$ cat src/rtl/adder_pipe_pkg.sv
// Shared definitions for the pipelined adder/subtractor: op encodings, the
// per-beat side-band record and the slice configuration check.
package adder_pipe_pkg;

  localparam logic [1:0] OP_ADD = 2'b00;
  localparam logic [1:0] OP_SUB = 2'b01;
  localparam logic [1:0] OP_SAT = 2'b10;

  // Side-band travelling with each beat; the result is fixed up from it at the end.
  typedef struct packed {
    logic sub;
    logic sat;
    logic a_msb;
    logic b_msb;
  } meta_t;

  function automatic bit slice_cfg_ok(input int width, input int stages);
    return (stages >= 1) && (stages <= width) && ((width % stages) == 0);
  endfunction

endpackage

$ cat src/rtl/adder_pipe_slice.sv
// One carry slice of the pipelined adder: CW-bit add whose sum, carry-out and
// valid are registered and advance only while en is high.
module adder_pipe_slice #(
  parameter int CW = 4
) (
  input  logic          clk,
  input  logic          rst,
  input  logic          en,
  input  logic          in_valid,
  input  logic [CW-1:0] a,
  input  logic [CW-1:0] b,
  input  logic          cin,
  output logic          out_valid,
  output logic [CW-1:0] sum,
  output logic          cout
);

  logic [CW:0] total;

  assign total = {1'b0, a} + {1'b0, b} + {{CW{1'b0}}, cin};

  always_ff @(posedge clk or posedge rst) begin
    if (rst) begin
      out_valid <= 1'b0;
      sum       <= '0;
      cout      <= 1'b0;
    end else if (en) begin
      out_valid <= in_valid;
      sum       <= total[CW-1:0];
      cout      <= total[CW];
    end
  end

endmodule

$ cat src/rtl/adder_pipe_nbit.sv
// Pipelined WIDTH-bit add / subtract-with-borrow / saturating add built from
// STAGES carry-registered slices, with valid/ready handshakes on both sides.
module adder_pipe_nbit
  import adder_pipe_pkg::*;
#(
  parameter int WIDTH  = 8,
  parameter int STAGES = 2
) (
  input  logic             clk,
  input  logic             rst,
  input  logic             in_valid,
  output logic             in_ready,
  input  logic [WIDTH-1:0] in_a,
  input  logic [WIDTH-1:0] in_b,
  input  logic             in_c,
  input  logic [1:0]       in_op,
  output logic             out_valid,
  input  logic             out_ready,
  output logic [WIDTH-1:0] out_sum,
  output logic             out_carry,
  output logic             out_ovf
);

  localparam int CW = WIDTH / STAGES;

  if (!slice_cfg_ok(WIDTH, STAGES)) begin : g_cfg_check
    $error("adder_pipe_nbit: WIDTH must be a non-zero multiple of STAGES");
  end

  logic             advance;
  logic             accept;
  logic             is_sub;
  logic             is_sat;
  logic [WIDTH-1:0] b_eff;
  logic             c_eff;
  logic [STAGES-1:0] valid_s;
  logic [STAGES-1:0] carry_s;
  logic [WIDTH-1:0] sum_aligned;
  meta_t            meta_dly [STAGES];
  meta_t            meta_out;

  assign advance  = !out_valid || out_ready;
  assign in_ready = advance;
  assign accept   = in_valid && advance;
  assign is_sub   = (in_op == OP_SUB);
  assign is_sat   = (in_op == OP_SAT);
  // Subtraction runs as A + ~B + ~C so every slice is a plain adder.
  assign b_eff    = is_sub ? ~in_b : in_b;
  assign c_eff    = is_sub ? ~in_c : in_c;

  genvar gi;
  generate
    for (gi = 0; gi < STAGES; gi++) begin : g_slice
      logic [CW-1:0] a_s;
      logic [CW-1:0] b_s;
      logic [CW-1:0] sum_s;
      logic          cin_s;
      logic          vin_s;

      if (gi == 0) begin : g_head
        assign a_s   = in_a[CW-1:0];
        assign b_s   = b_eff[CW-1:0];
        assign cin_s = c_eff;
        assign vin_s = accept;
      end else begin : g_skew
        // Operand slice gi waits gi cycles for the carry from the slice below.
        logic [CW-1:0] a_dly [gi];
        logic [CW-1:0] b_dly [gi];

        always_ff @(posedge clk or posedge rst) begin
          if (rst) begin
            for (int i = 0; i < gi; i++) begin
              a_dly[i] <= '0;
              b_dly[i] <= '0;
            end
          end else if (advance) begin
            a_dly[0] <= in_a[gi*CW +: CW];
            b_dly[0] <= b_eff[gi*CW +: CW];
            for (int i = 1; i < gi; i++) begin
              a_dly[i] <= a_dly[i-1];
              b_dly[i] <= b_dly[i-1];
            end
          end
        end

        assign a_s   = a_dly[gi-1];
        assign b_s   = b_dly[gi-1];
        assign cin_s = carry_s[gi-1];
        assign vin_s = valid_s[gi-1];
      end

      adder_pipe_slice #(.CW(CW)) u_slice (
        .clk       (clk),
        .rst       (rst),
        .en        (advance),
        .in_valid  (vin_s),
        .a         (a_s),
        .b         (b_s),
        .cin       (cin_s),
        .out_valid (valid_s[gi]),
        .sum       (sum_s),
        .cout      (carry_s[gi])
      );

      if (gi == STAGES - 1) begin : g_last
        assign sum_aligned[gi*CW +: CW] = sum_s;
      end else begin : g_deskew
        // Lower result slices finish early and wait here for the top slice.
        logic [CW-1:0] sum_dly [STAGES-1-gi];

        always_ff @(posedge clk or posedge rst) begin
          if (rst) begin
            for (int i = 0; i < STAGES - 1 - gi; i++) sum_dly[i] <= '0;
          end else if (advance) begin
            sum_dly[0] <= sum_s;
            for (int i = 1; i < STAGES - 1 - gi; i++) sum_dly[i] <= sum_dly[i-1];
          end
        end

        assign sum_aligned[gi*CW +: CW] = sum_dly[STAGES-2-gi];
      end
    end
  endgenerate

  always_ff @(posedge clk or posedge rst) begin
    if (rst) begin
      for (int i = 0; i < STAGES; i++) meta_dly[i] <= '0;
    end else if (advance) begin
      meta_dly[0] <= '{sub: is_sub, sat: is_sat, a_msb: in_a[WIDTH-1], b_msb: b_eff[WIDTH-1]};
      for (int i = 1; i < STAGES; i++) meta_dly[i] <= meta_dly[i-1];
    end
  end

  assign meta_out  = meta_dly[STAGES-1];
  assign out_valid = valid_s[STAGES-1];
  assign out_sum   = (meta_out.sat && carry_s[STAGES-1]) ? '1 : sum_aligned;
  assign out_carry = meta_out.sub ? ~carry_s[STAGES-1] : carry_s[STAGES-1];
  // Overflow is judged on the unsaturated sum.
  assign out_ovf   = (meta_out.a_msb == meta_out.b_msb) &&
                     (sum_aligned[WIDTH-1] != meta_out.a_msb);

endmodule

$ cat config.mk
export PLATFORM = sky130hd
export DESIGN_NAME = adder_pipe_nbit
export DESIGN_NICKNAME = d
export VERILOG_FILES = /design/src/rtl/adder_pipe_pkg.sv /design/src/rtl/adder_pipe_slice.sv /design/src/rtl/adder_pipe_nbit.sv
export SDC_FILE = /design/constraint.sdc
export NUM_CORES = 1
export LEC_CHECK = 0
export CAP_MARGIN = 20
export CORE_MARGIN = 3
export CORE_UTILIZATION = 42
export DETAILED_ROUTE_END_ITERATION = 12
export PLACE_DENSITY_LB_ADDON = 0.3
export SLEW_MARGIN = 0
export SYNTH_ARGS = -nofsm -noshare
export SYNTH_HDL_FRONTEND = slang
export SYNTH_HIERARCHICAL = 1
export SYNTH_SLANG_ARGS = --single-unit
export TNS_END_PERCENT = 50
$ cat constraint.sdc
create_clock -name clk -period 2.5 [get_ports clk]
set_clock_uncertainty 0.2 [all_clocks]
set_input_delay 0.375 -clock clk [delete_from_list [all_inputs] [get_ports clk]]
set_output_delay 0.375 -clock clk [all_outputs]
set_load 0.05 [all_outputs]
[Yosys cells after proc, flatten, opt, wreduce, memory -nomap -nowiden]
Cells that the tools add are included.
Word-level totals
  bits in registers: 32
  input bits: 23
  output and inout bits: 12
  word-level logic and storage cells: 37
Operators by class
  add/sub/neg operators: 4
  eq/ne operators: 4
  muxes and demuxes: 4
  bitwise gates (word level): 3
  reductions and logical operators: 5
Operators with widths (count)
  2-to-1 mux 8 bit: 2
  adder 4 x 4 -> 5 bit: 2
  adder 5 x 1 -> 5 bit: 2
  inverter 8 bit: 1
  logical AND 1 bit: 3
  == test 2 x 1 -> 1 bit, second input constant: 1
  == test 2 bit, second input constant: 1
  2-to-1 mux 1 bit: 2
  inverter 1 bit: 2
  == test 1 bit: 1
  logical NOT 1 bit: 1
  logical OR 1 bit: 1
  inequality test 1 bit: 1

[Depth between registers and ports, before layout]
  depth after elaboration: 4
  depth in mapped cells: 9
  gate-level depth less buffers: 8

[Hierarchy]
The synthesis kept the hierarchy.
Modules (own cells, without submodules)
  adder_pipe_nbit: times used 1, cells an instance 74, area an instance 903.4 um^2, seq. area each 450.4 um^2
  adder_pipe_slice: times used 2, cells an instance 34, area an instance 385.4 um^2, seq. area each 150.1 um^2

[Least setup slack after synthesis]
Ideal clock, no wire load.
  path type: in2reg
  start point: input port in_op[1]
  end point: register g_slice[0].u_slice.sum[2]
  setup time: 0.125 ns
  arrival time: 1.873 ns
  data required time: 2.175 ns
  path slack: 0.303 ns
  cell stages on the path: 8
  buffers on the path: 1
  cell sequence: nand2b_1 > buf_4 > xnor2_1 > fa_1 > inv_1 > fa_1 > xnor2_1 > mux2_2
Between the ends
  cells in the longest elaborated chain, start to end: 4
Ends and longest elaborated chain
  from (decl): line adder_pipe_nbit.sv:16  | input logic [1:0] in_op,
  == test 2 x 1 -> 1 bit: line adder_pipe_nbit.sv:45  | assign is_sub = (in_op == OP_SUB);
  2-to-1 mux 8 bit: line adder_pipe_nbit.sv:48  | assign b_eff = is_sub ? ~in_b : in_b;
  via b_eff[0]: line adder_pipe_nbit.sv:34  | logic [WIDTH-1:0] b_eff;
  adder 4 x 4 -> 5 bit: line adder_pipe_slice.sv:20  | assign total = {1'b0, a} + {1'b0, b} + {{CW{1'b0}}, cin};
  adder 5 x 1 -> 5 bit: line adder_pipe_slice.sv:20
  to (signal assigned): line adder_pipe_slice.sv:29  | sum <= total[CW-1:0];
  to (decl): line adder_pipe_slice.sv:14  | output logic [CW-1:0] sum,
The timed path passes the listed nets, and every way through them passes these cells.
A chain may end at the register's enable or synchronous reset.

[Worst setup path in the final report]
  start point: register g_slice[1].u_slice.cout
  end point: output port out_sum[6]
Between the ends
  cells in the longest elaborated chain, start to end: 2
Ends and longest elaborated chain
  from (decl): line adder_pipe_slice.sv:15  | output logic cout
  from (signal assigned): line adder_pipe_slice.sv:30  | cout <= total[CW];
  logical AND 1 bit: line adder_pipe_nbit.sv:136  | assign out_sum = (meta_out.sat && carry_s[STAGES-1]) ? '1 : sum_aligned;
  2-to-1 mux 8 bit: line adder_pipe_nbit.sv:136
  to (decl): line adder_pipe_nbit.sv:19  | output logic [WIDTH-1:0] out_sum,
No other way between the ends.

==> flow_summary.ini <==
[floorplanning]
dieArea_um2 = 4780
coreArea_um2 = 3740
initial_utilization = 0.447
num_rows = 22
die_w_um = 69.1
die_h_um = 69.1
ioPinCount = 35

[yosys]
netlist_instances = 142
synth_compound_area_frac = 0.0688
synth-adder-area-share = 0.0927
syn_nets = 175
muxShareOfSynthArea = 0.143
synth_top_family_by_area = multiplexers
synth_largest_area_cell = dfrtp_1
syn_avg_cell_area_um2 = 11.8
synth-xor-area-share = 0.0628
synth_seq_cells = 30
synth_cell_type_count = 28
yosys_warnings = 6
synth_top_area_share = 0.448
syn_area_um2 = 1670
synth.top_cells.by_area = dfrtp_1 45%, mux2_2 7.4%, mux2_4 6.3%
yosysSeqAreaShare = 0.448
yosys.area_share.simple = 0.119

[critical_path]
r2r-end = g_slice[1].u_slice/cout
crit_path_top_delay_cell = clkdlybuf4s50_1
crit_arrival_ns = 1.85
reg2reg_depth = 6
startpoint_type = register
r2r_slack_ns = 0.70
crit_path_end_kind = output pin
critPathRequiredTime_ns = 1.92
cp_slowest_stage_delay_ns = 0.80
worstReg2RegStart = g_slice[1].a_s[0]
crit_chain = nand2_1 -> nand2b_1 -> clkdlybuf4s50_1
worst-path-max-fanout = 8
criticalPathCategory = register to output pin

[global_routing]
grt_max_degree = 48
grt_pass1_vias = 1246
grt_first_pass_wirelength_um = 5620
grt.overflow.total = 0
grt_usage = 0.148
antenna_found_initial = 0

[final_layout]
fillers = 334
nets = 213
antenna_cells = 0
syn_to_final_growth_pct = 27.4
drive_gt1_frac = 0.199

[cts]
clock_path_buffers = 2
cts_root_buffer = clkbuf_8
cts.htree.levels = 2
cts-buffers-inserted = 5
tritoncts = built
clkSlewWorstSetupHoldPaths_ns = 0.07
postCtsHoldBufs = 0
clock_sinks = 30
cts_setup_buffers = 0
worst_skew_pair.late_latency_ns = 0.29

[timing]
finalCritPeriodShare = 0.969
rsz0062_at_grt = false
relSlewSlack = 0.510
fmax_ghz = 0.413
worst_pin_slew_ns = 0.734
fin_crit_ns = 2.42
setup_viol = 0
finalHoldViolations = 0
finalMaxSlewViolations = 0
finalWorstSetupSlack_ns = 0.0781

[drt]
drtIter0Drc = 68
drt_pass1_iterations = 4
avgRoutedWirePerCell_um = 13.8
postRouteAntennaNets = 0
vias = 1142
via_per_inst = 4.99
routed_wl_um = 3170
drcViolationCount = 0

[power_and_ir_drop]
vdd_drop_max_mv = 0.314
fin_total_pwr_uw = 2390
p_leak_uw = 0.000989
powerDensity_nw_per_um2 = 1120

[run]
max_cap_viol_count = 0

[placed_design]
dp_hpwl_um = 2410
place_congestion = 0.897
pre_cts_ws_ns = -0.200
io_buffers = 34

[worst_hold_path]
hold_class = input port to asynchronous set/reset pin

[status]
outcome = finished, final reports clean
## cells in the final DEF (no fill, tap or decap)
master           Yosys  routed
xnor2_1              7       7
buf_4                1       7
mux2i_1              1       1
a21oi_1              6       6
dlymetal6s2s_1       0       2
a31oi_1              2       2
fa_1                 4       4
o311a_1              2       2
xor2_1               5       5
clkdlybuf4s50_1      0      27
nand2b_4             1       1
nor2_1               9       9
dfrtp_1             30      30
nand3b_1             3       3
clkbuf_8             0       6
nand2_1              3       3
nand2_2              2       2
inv_1               13      13
buf_12               0       1
o21ai_0              4       4
and2_1               1       1
o311ai_1             2       2
clkbuf_1             0       1
a21o_1               2       2
nand4b_1             2       2
mux2_2              11      11
ha_1                 6       6
clkinv_2             0       1
nor2b_1              2       2
nand2b_1            11      11
mux2_4               7       7
## routing by layer
layer,wire length [µm],part of all wire,global-route usage
met5,0,0,0
met4,76,0.024,0.0738
met3,133,0.042,0.0466
met2,1710,0.54,0.261
met1,1250,0.39,0.157
## synth_stat cells
cell	n
mux2_2	11
inv_1	13
ha_1	6
xor2_1	5
nand4b_1	2
buf_6	3
and2_1	1
nand2b_4	1
nor2_1	9
fa_1	4
dfrtp_1	30
buf_2	1
a21o_1	2
mux2_4	7
o21ai_0	4
a21oi_1	6
o311ai_1	2
nand2b_1	11
xnor2_1	7
buf_4	1
nand3b_1	3
nand2_2	2
mux2i_1	1
a31oi_1	2
buf_8	1
o311a_1	2
nor2b_1	2
nand2_1	3
## registers in the layout, indices dropped and copies added (netlist names)
| signal | flops |
|---|---|
| g_slice.u_slice/cout | 2 |
| g_slice.b_s | 4 |
| g_slice.g_deskew.sum_dly | 4 |
| g_slice.u_slice/out_valid | 2 |
| g_slice.u_slice/sum | 8 |
| meta_dly | 6 |
| g_slice.a_s | 4 |
## final cells by class
class / instances / area, µm² / area share
tap: 48 / 60.1 / 0.0282
sequential: 30 / 751 / 0.352
inverter: 13 / 48.8 / 0.0229
multi-input combinational: 93 / 813 / 0.381
clock buffer: 7 / 86.3 / 0.0405
timing repair buffer: 37 / 368 / 0.173
clock inverter: 1 / 5.00 / 0.00235
## critical path: cells and delay by family, from the launching register on
kind,cells,cell delay [ns]
buffers and inverters,1,0.80
flip-flops,1,0.40
AND/OR/NAND/NOR,2,0.37
## how the worst max path moves through the flow
stage | from | endpoint | slack, ns | depth (start not counted)
floorplan | in_op[1] | g_slice[0].u_slice/sum[2] | 0.30 | 8
global placement | in_op[1] | g_slice[0].u_slice/sum[2] | -0.11 | 8
detailed placement | in_op[1] | g_slice[0].u_slice/sum[2] | -0.20 | 8
CTS | g_slice[1].u_slice/cout | out_sum[4] | 0.05 | 3
finish | g_slice[1].u_slice/cout | out_sum[6] | 0.08 | 3
global route | g_slice[1].u_slice/cout | out_sum[7] | 0.004 | 3
## timing repair
item	4_1_cts	5_1_grt
endpoints found under the setup margin	0	2
endpoints found under the hold margin	0	0
gates resized for setup	0	2
## stage by stage
stage	hold WS (ns)	TNS [ns]	util	area, µm²	instances
floorplan	-0.0340	0	-	1670	142
global placement	0.283	-0.153	0.544	2040	221
detailed placement	0.287	-0.508	0.544	2040	221
CTS	0.174	0	0.568	2130	229
global route	0.200	0	0.570	2130	229
finish	0.157	0	0.570	2130	229
## logic make-up (layout without fill, tap and decap cells)
| logic type | after synthesis | count (layout) |
|---|---|---|
| simple gates | 34 | 34 |
| flops | 30 | 30 |
| mux | 19 | 19 |
| buf+inv | 19 | 58 |
| compound gates | 18 | 18 |
| xor+xnor | 12 | 12 |
| fa+ha+maj | 10 | 10 |
## report_power, final
part / internal [µW] / total, µW / leakage, µW / switching [µW]
clock network: 222 / 401 / 0.0000482 / 180
logic: 523 / 1210 / 0.000587 / 690
registers: 663 / 777 / 0.000354 / 114
(Power assumes the default switching activity.)
